[config.mk]
export PLATFORM = sky130hd
export DESIGN_NAME = write_drain_ctrl_flat
export DESIGN_NICKNAME = d
export VERILOG_FILES = /design/src/rtl/write_drain_ctrl_if.sv /design/src/rtl/write_drain_ctrl.sv /design/src/flat_wrapper.sv
export SDC_FILE = /design/constraint.sdc
export NUM_CORES = 1
export LEC_CHECK = 0
export ABC_AREA = 1
export BUFFER_PORTS_ARGS = -buffer_cell sky130_fd_sc_hd__buf_4
export CORE_AREA = 2 2 67 69
export CTS_CLUSTER_SIZE = 12
export DETAILED_ROUTE_END_ITERATION = 8
export DIE_AREA = 0 0 69 71
export GPL_ROUTABILITY_DRIVEN = 0
export PLACE_DENSITY = 0.78
export SKIP_LAST_GASP = 1
export SYNTH_ARGS = -nofsm -noshare
export SYNTH_HDL_FRONTEND = slang
export SYNTH_SLANG_ARGS = --single-unit
[constraint.sdc]
create_clock -name i_clk -period 1.79 [get_ports i_clk]
set_input_delay 0.2685 -clock i_clk [delete_from_list [all_inputs] [get_ports i_clk]]
set_output_delay 0.2685 -clock i_clk [all_outputs]
set_load 0.05 [all_outputs]
[src/rtl/write_drain_ctrl_if.sv]
// Write-drain link: FIFO consumer side and scheduler command side grouped as one bundle.
// master = write_drain_ctrl, slave = FIFO/scheduler environment.
`ifndef BANK_ADDR_BITS
`define BANK_ADDR_BITS 3
`endif
`ifndef ROW_ADDR_BITS
`define ROW_ADDR_BITS 14
`endif
`ifndef COL_ADDR_BITS
`define COL_ADDR_BITS 10
`endif

interface write_drain_ctrl_if #(
  parameter int unsigned DATA_WIDTH = `BANK_ADDR_BITS + `ROW_ADDR_BITS + `COL_ADDR_BITS + 2
);
  logic                  i_write_flush;
  logic                  i_fifo_empty;
  logic [DATA_WIDTH-1:0] i_fifo_data;
  logic                  o_fifo_rd_en;
  logic                  o_cmd_valid;
  logic [DATA_WIDTH-1:0] o_cmd_data;
  logic                  i_cmd_ready;

  modport master (
    input  i_write_flush, i_fifo_empty, i_fifo_data, i_cmd_ready,
    output o_fifo_rd_en, o_cmd_valid, o_cmd_data
  );

  modport slave (
    output i_write_flush, i_fifo_empty, i_fifo_data, i_cmd_ready,
    input  o_fifo_rd_en, o_cmd_valid, o_cmd_data
  );
endinterface

[src/rtl/write_drain_ctrl.sv]
// Write-FIFO drain controller: pops buffered writes during a flush, caps bursts when reads wait,
// and holds the bus in write mode through a turnaround gap. Optional stats: WRITE_DRAIN_STATS_EN.
`ifndef BANK_ADDR_BITS
`define BANK_ADDR_BITS 3
`endif
`ifndef ROW_ADDR_BITS
`define ROW_ADDR_BITS 14
`endif
`ifndef COL_ADDR_BITS
`define COL_ADDR_BITS 10
`endif

module write_drain_ctrl #(
  parameter int unsigned DATA_WIDTH        = `BANK_ADDR_BITS + `ROW_ADDR_BITS + `COL_ADDR_BITS + 2,
  parameter int unsigned MAX_BURST         = 8,
  parameter int unsigned TURNAROUND_CYCLES = 4
) (
  input  logic                      i_clk,
  input  logic                      i_rst,
  write_drain_ctrl_if.master        bus,
  input  logic                      i_read_pending,
  output logic                      o_write_mode
`ifdef WRITE_DRAIN_STATS_EN
  ,
  output logic [15:0]               o_drain_count,
  output logic [31:0]               o_write_count
`endif
);

  typedef enum logic [1:0] {
    IDLE       = 2'd0,
    DRAIN      = 2'd1,
    TURNAROUND = 2'd2
  } state_t;

  localparam int unsigned   BW        = (MAX_BURST == 0) ? 1 : $clog2(MAX_BURST + 1);
  localparam logic [BW-1:0] BURST_MAX = BW'(MAX_BURST);
  localparam logic [7:0]    TA_LOAD   = 8'(TURNAROUND_CYCLES - 1);

  state_t          state_q, state_d;
  logic [BW-1:0]   burst_cnt;
  logic [7:0]      ta_cnt;
  logic            cap_hit;
  logic            stop;
  logic            slot_free;
  logic            pop;
  logic            start_drain;
  logic            enter_ta;

  // The cap only bites while reads are actually waiting; dropping i_read_pending
  // re-enables popping in the same cycle because burst_cnt stays saturated.
  assign cap_hit   = (MAX_BURST != 0) && (burst_cnt == BURST_MAX) && i_read_pending;
  assign stop      = bus.i_fifo_empty || cap_hit;
  assign slot_free = !bus.o_cmd_valid || bus.i_cmd_ready;

  // NOTE: every output of this block gets a default before the case statement so no
  // path leaves a signal unassigned; that is what keeps synthesis from inferring latches.
  always_comb begin
    state_d     = state_q;
    pop         = 1'b0;
    start_drain = 1'b0;
    enter_ta    = 1'b0;
    unique case (state_q)
      IDLE: begin
        if (bus.i_write_flush && !bus.i_fifo_empty) begin
          state_d     = DRAIN;
          start_drain = 1'b1;
        end
      end
      DRAIN: begin
        pop = !bus.i_fifo_empty && !cap_hit && slot_free;
        // Leave only once the held command is gone or leaving this cycle.
        if (stop && slot_free) begin
          state_d  = TURNAROUND;
          enter_ta = 1'b1;
        end
      end
      TURNAROUND: begin
        if (ta_cnt == 8'd0) state_d = IDLE;
      end
      default: state_d = IDLE;
    endcase
  end

  assign bus.o_fifo_rd_en = pop;
  assign o_write_mode     = (state_q != IDLE);

  // NOTE: state elements use non-blocking assignments so every flop samples the
  // pre-edge value of every other flop, independent of process ordering.
  always_ff @(posedge i_clk or posedge i_rst) begin
    if (i_rst) state_q <= IDLE;
    else       state_q <= state_d;
  end

  always_ff @(posedge i_clk or posedge i_rst) begin
    if (i_rst) begin
      bus.o_cmd_valid <= 1'b0;
      bus.o_cmd_data  <= '0;
    end else if (pop) begin
      bus.o_cmd_valid <= 1'b1;
      bus.o_cmd_data  <= bus.i_fifo_data;
    end else if (bus.i_cmd_ready) begin
      bus.o_cmd_valid <= 1'b0;
    end
  end

  always_ff @(posedge i_clk or posedge i_rst) begin
    if (i_rst) begin
      burst_cnt <= '0;
    end else if (start_drain) begin
      burst_cnt <= '0;
    end else if (pop && (burst_cnt != BURST_MAX)) begin
      burst_cnt <= burst_cnt + BW'(1);
    end
  end

  // Loaded with N-1 on entry so TURNAROUND spans exactly TURNAROUND_CYCLES cycles.
  always_ff @(posedge i_clk or posedge i_rst) begin
    if (i_rst) begin
      ta_cnt <= 8'd0;
    end else if (enter_ta) begin
      ta_cnt <= TA_LOAD;
    end else if ((state_q == TURNAROUND) && (ta_cnt != 8'd0)) begin
      ta_cnt <= ta_cnt - 8'd1;
    end
  end

`ifdef WRITE_DRAIN_STATS_EN
  always_ff @(posedge i_clk or posedge i_rst) begin
    if (i_rst) begin
      o_drain_count <= 16'd0;
      o_write_count <= 32'd0;
    end else begin
      if (start_drain)                          o_drain_count <= o_drain_count + 16'd1;
      if (bus.o_cmd_valid && bus.i_cmd_ready)   o_write_count <= o_write_count + 32'd1;
    end
  end
`endif

endmodule

[src/flat_wrapper.sv]
// flat-port wrapper written by rule: the top's interface ports become plain ports
module write_drain_ctrl_flat 
#(
  parameter int unsigned DATA_WIDTH        = `BANK_ADDR_BITS + `ROW_ADDR_BITS + `COL_ADDR_BITS + 2,
  parameter int unsigned MAX_BURST         = 8,
  parameter int unsigned TURNAROUND_CYCLES = 4
)
  (i_clk, i_rst, i_read_pending, o_write_mode, bus_i_write_flush, bus_i_fifo_empty, bus_i_fifo_data, bus_i_cmd_ready, bus_o_fifo_rd_en, bus_o_cmd_valid, bus_o_cmd_data);
  write_drain_ctrl_if #(.DATA_WIDTH(DATA_WIDTH)) bus_i ();
  input  logic i_clk;
  input  logic i_rst;
  input  logic i_read_pending;
  output logic o_write_mode;
  input wire logic [$bits(bus_i.i_write_flush)-1:0] bus_i_write_flush;
  input wire logic [$bits(bus_i.i_fifo_empty)-1:0] bus_i_fifo_empty;
  input wire logic [$bits(bus_i.i_fifo_data)-1:0] bus_i_fifo_data;
  input wire logic [$bits(bus_i.i_cmd_ready)-1:0] bus_i_cmd_ready;
  output wire logic [$bits(bus_i.o_fifo_rd_en)-1:0] bus_o_fifo_rd_en;
  output wire logic [$bits(bus_i.o_cmd_valid)-1:0] bus_o_cmd_valid;
  output wire logic [$bits(bus_i.o_cmd_data)-1:0] bus_o_cmd_data;
  assign bus_i.i_write_flush = bus_i_write_flush;
  assign bus_i.i_fifo_empty = bus_i_fifo_empty;
  assign bus_i.i_fifo_data = bus_i_fifo_data;
  assign bus_i.i_cmd_ready = bus_i_cmd_ready;
  assign bus_o_fifo_rd_en = bus_i.o_fifo_rd_en;
  assign bus_o_cmd_valid = bus_i.o_cmd_valid;
  assign bus_o_cmd_data = bus_i.o_cmd_data;
  write_drain_ctrl #(.DATA_WIDTH(DATA_WIDTH), .MAX_BURST(MAX_BURST), .TURNAROUND_CYCLES(TURNAROUND_CYCLES)) u_core (.i_clk(i_clk), .i_rst(i_rst), .bus(bus_i), .i_read_pending(i_read_pending), .o_write_mode(o_write_mode));
endmodule
## After elaboration in Yosys (flattened, before gate mapping)

Cells that the tools add are included.
W data, S select, Z words.

| word-level totals | value |
|---|---|
| register bits after elaboration | 44 |
| input port bits | 35 |
| output and inout port bits | 32 |
| word-level logic and storage cells | 49 |

| cells by class | value |
|---|---|
| add/subtract/negate cells | 2 |
| equal/unequal tests | 7 |
| muxes and demuxes | 15 |
| reduce and logical (&&, ||, !) cells | 20 |

Operator list:

| kind | number |
|---|---|
| $mux W8 | 2 |
| $logic_not A8 Y1 | 1 |
| $mux W4 | 2 |
| $reduce_bool A2 Y1 | 4 |
| $reduce_bool A8 Y1 | 1 |
| $sub A8 B1 Y8 const B | 1 |
| $logic_and A1 B1 Y1 | 7 |
| $mux W1 | 7 |
| $mux W2 | 3 |
| $ne A2 B1 Y1 const B | 3 |
| $pmux W2 S3 | 1 |
| $add A4 B1 Y4 const B | 1 |
| $eq A4 B4 Y1 const B | 1 |
| $ne A4 B4 Y1 const B | 1 |
| $logic_not A1 Y1 | 3 |
| $reduce_and A3 Y1 | 1 |
| $eq A2 B1 Y1 const B | 1 |
| $eq A2 B2 Y1 const B | 1 |
| $logic_not A2 Y1 | 1 |
| $logic_or A1 B1 Y1 | 2 |

## Longest topological paths before layout

| depth | value |
|---|---|
| word-level depth | 9 |
| gate-level depth with buffers | 9 |
| depth with buffers taken out | 8 |

## Worst setup path before layout

Ideal clock, no wire load.

| timing path | value |
|---|---|
| kind | flip-flop to output port |
| from | register u_core.bus.o_cmd_valid |
| to | output bus_o_fifo_rd_en |
| arrival time | 1.299 ns |
| data required time | 1.521 ns |
| slack | 0.223 ns |
| cell stages (with the launch flop) | 7 |
| path buffers | 1 |
| cell sequence | dfrtp_1 -> inv_1 -> nor2_1 -> nor2_2 -> inv_2 -> nor2_8 -> buf_4 |

| between the ends | value |
|---|---|
| cells in the longest elaborated chain, start to end | 4 |

RTL lines:

| element | RTL line | text |
|---|---|---|
| start, declared | write_drain_ctrl_if.sv:26 | `output o_fifo_rd_en, o_cmd_valid, o_cmd_data` |
| start signal, assigned | write_drain_ctrl.sv:97 | `bus.o_cmd_valid <= 1'b0;` |
| start signal, assigned | write_drain_ctrl.sv:100 | `bus.o_cmd_valid <= 1'b1;` |
| start signal, assigned | write_drain_ctrl.sv:103 | `bus.o_cmd_valid <= 1'b0;` |
| $logic_not A1 Y1 | write_drain_ctrl.sv:54 | `assign slot_free = !bus.o_cmd_valid \|\| bus.i_cmd_ready;` |
| $logic_or A1 B1 Y1 | write_drain_ctrl.sv:54 |  |
| $logic_and A1 B1 Y1 | write_drain_ctrl.sv:71 | `pop = !bus.i_fifo_empty && !cap_hit && slot_free;` |
| $mux W1 | write_drain_ctrl.sv:63 | `unique case (state_q)` |
| end, declared | flat_wrapper.sv:18 | `output wire logic [$bits(bus_i.o_fifo_rd_en)-1:0] bus_o_fifo_rd_en;` |

Every way passes these cells.

## Worst setup path after layout

| timing path | value |
|---|---|
| from | register u_core.burst_cnt[0] |
| to | output bus_o_fifo_rd_en |

| between the ends | value |
|---|---|
| cells in the longest elaborated chain, start to end | 6 |

RTL lines:

| element | RTL line | text |
|---|---|---|
| start, declared | write_drain_ctrl.sv:41 | `logic [BW-1:0] burst_cnt;` |
| start signal, assigned | write_drain_ctrl.sv:113 | `burst_cnt <= burst_cnt + BW'(1);` |
| $eq A4 B4 Y1 | write_drain_ctrl.sv:52 | `assign cap_hit = (MAX_BURST != 0) && (burst_cnt == BURST_MAX) && i_read_pending;` |
| $logic_and A1 B1 Y1 | write_drain_ctrl.sv:52 |  |
| $logic_not A1 Y1 | write_drain_ctrl.sv:71 |  |
| $logic_and A1 B1 Y1 (2 in series) | write_drain_ctrl.sv:71 |  |
| $mux W1 | write_drain_ctrl.sv:63 |  |

Every way passes these cells.

==> metrics.txt <==
status complete, no violations; Slew headroom 64.2%; CTS tree done; core box area 4200 um^2; count of final setup violators 0; RSZ-0062 raised after global routing false; GR peak layer met2; syn_nets around 280; die span in y 71 um; H-tree lvl count 2; Place WS 167 ps; final WL approximately 4200 um; Final WS setup ~100 ps; DRT antenna net count 0; largest net degree at the start of global routing 45; r2r endpoint u_core.burst_cnt[2]; GRT met1 Usage between 20% and 30%; met2 Usage GRT 31.4%; Min Clock Period, post-route 1690 ps; post-synthesis cell type count 20; clk_skew 4.82 ps; initial drt markers 118; Slew Limit Fails 0; Peak VDD IR 0.00115 V; Die X approximately 69 um; Hold Path Class in -> async; CP startpoint u_core.burst_cnt[0]; Peak Freq 593 MHz; Critical R2R Launch u_core.burst_cnt[0]; asr flop ratio synth between 90% and 100%; CTS root buf clkbuf_8; Cell Pwr Density 1890 nW/um^2; DRC errors left 0; Hold Vio Cnt, Final 0; vias in the first global route 1669; Clk Latency, worst-skew pair 290 ps; wire length per cell roughly 11 um; Layout fillers 389; Leak approximately 1.5 nW; Design Area, Final ~2700 um^2; Synth Warn # 0; Mapped Area 2030 um^2; CTS Buf Count 5; flops & latches, synth 44; CP required around 1500 ps; Avg Cell Area, Syn 8.40 um^2; fraction of layout cells with a size suffix above 1 28.9%; first-pass GRT wire length approximately 7200 um; area leader, netlist dfrtp_1; most common cell in the netlist nand2_1; Worst Setup End Kind output port; clock-pin slew on the worst setup and hold paths 80 ps; DP Area approximately 2600 um^2; CP startpoint kind flip-flop; Post-Syn Instances 242; Ant. Diodes 0; Crit path arrival time 1420 ps; Synth-to-Final Area Change 31.9%; Sequential Area 1100 um^2; cts hold-fix bufs 0; Yosys top cell area share 54.2%; nets@finish 353; gr ovfl total 0; Synth Flop Type dfrtp_1; Multi-input gate area between 700 and 800 um^2; I/O pin total 67; top cells by count, synth 118 x nand2_1, 44 x dfrtp_1, 21 x nand3_1; sequential-to-total area share from yosys stat a little over half; max-cap viol count 0; dpl hpwl between 3000 and 4000 um; kind of critical path reg -> out; port buffer count between 60 and 70; worst reg-to-reg path cell count 10; CTS sink count 44; clk buf depth 2; GR Util met3 between 6 and 7%; number of flops mapped to enable cells by yosys 0; Worst Path Max Fanout 4; # rows 24; Final TNS setup 0 ps; Die ar. approximately 4900 um^2; ranking of synthesized cells by area dfrtp_1 54%, nand2_1 22%, nand3_1 5.2%; Via Count between 1500 and 2000; end-of-flow core utilization 63.8%; worst reg-to-reg setup slack 160 ps; Worst-Margin Slew 537 ps; Initial Utilization 48.4%; Final period util 94.2%; antenna violations before repair 0; First-pass DRT Iterations 4; vias per inst 4.77; GRT Overall Usage a little under a fifth
## repair_timing
action,4_1_cts,5_1_grt
setup buffers,2,1
gates resized for setup,2,3
pin swaps,1,2
setup endpoints to repair,1,35
## stage by stage
step / hold slack (ps) / total power, mW / cells
floorplan: 349 / 3.65 / 242
global placement: 434 / 4.37 / 356
detailed placement: 448 / 4.43 / 356
CTS: 126 / 5.10 / 366
global route: 150 / 5.41 / 367
finish: 104 / 5.07 / 367
## layout make-up
| type | count | share of cell area [%] |
|---|---|---|
| clock buffer | 7 | 3.22 |
| sequential | 44 | 41.1 |
| multi-input combinational | 172 | 29.8 |
| tap | 52 | 2.43 |
| clock inverter | 1 | 0.280 |
| timing repair buffer | 72 | 20.4 |
| inverter | 19 | 2.75 |
## worst max-delay path: stages, from the launching register on
cell and delay [ps]:
dfrtp_1 400, inv_1 80, ha_2 180, nand4_1 90, nand2_2 110, nor2_8 110, buf_8 150
## worst max-delay path by stage
stage	slack [ps]	cells past startpoint	to
after global placement	230	7	u_core.bus.o_cmd_valid
after floorplan	220	6	bus_o_fifo_rd_en
after global routing	30	6	bus_o_fifo_rd_en
final	100	6	bus_o_fifo_rd_en
after CTS	3	8	u_core.bus.o_cmd_valid
after detailed placement	170	7	u_core.bus.o_cmd_valid
## sequential cells by signal (all words and copies together), names as in the netlist
| name | cells |
|---|---|
| u_core.bus.o_cmd_data | 29 |
| u_core.ta_cnt | 8 |
| u_core.bus.o_cmd_valid | 1 |
| u_core.burst_cnt | 4 |
| u_core.state_q | 2 |
## cell usage in the layout (no fill, tap or decap), types with 2 or more instances in the layout
cell type	count
nor2_1	7
ha_1	3
nor2_2	2
nand2_1	118
buf_4	71
inv_1	14
o21ai_0	2
clkbuf_8	6
dfrtp_1	44
o21ai_1	2
xor2_1	2
nand4_1	8
nand3_1	21
inv_2	4
## power by group
part	total, mW	internal (mW)	switching, mW
Sequential	1.67	1.40	0.270
Clock	0.637	0.314	0.323
Combinational	2.76	0.840	1.92
## per-layer routing
layer / up-vias / routed length (um)
li1: 898 / -
met1: 805 / 1750
met2: 44 / 2150
met3: 5 / 257
met4: 0 / 54
met5: - / 0
## cells by family (layout without fill, tap and decap cells)
family | Yosys count | count (layout) | share of synthesized area, %
adders and majority gates | 4 | 4 | 2.46
and+or+nand+nor | 159 | 159 | 33.2
buffers and inverters | 26 | 99 | 6.65
AOI/OAI and AO/OA | 6 | 6 | 2.28
xor gates and xnor gates | 3 | 3 | 1.29
DFF | 44 | 44 | 54.2
Power figures use the tool's default switching activity.
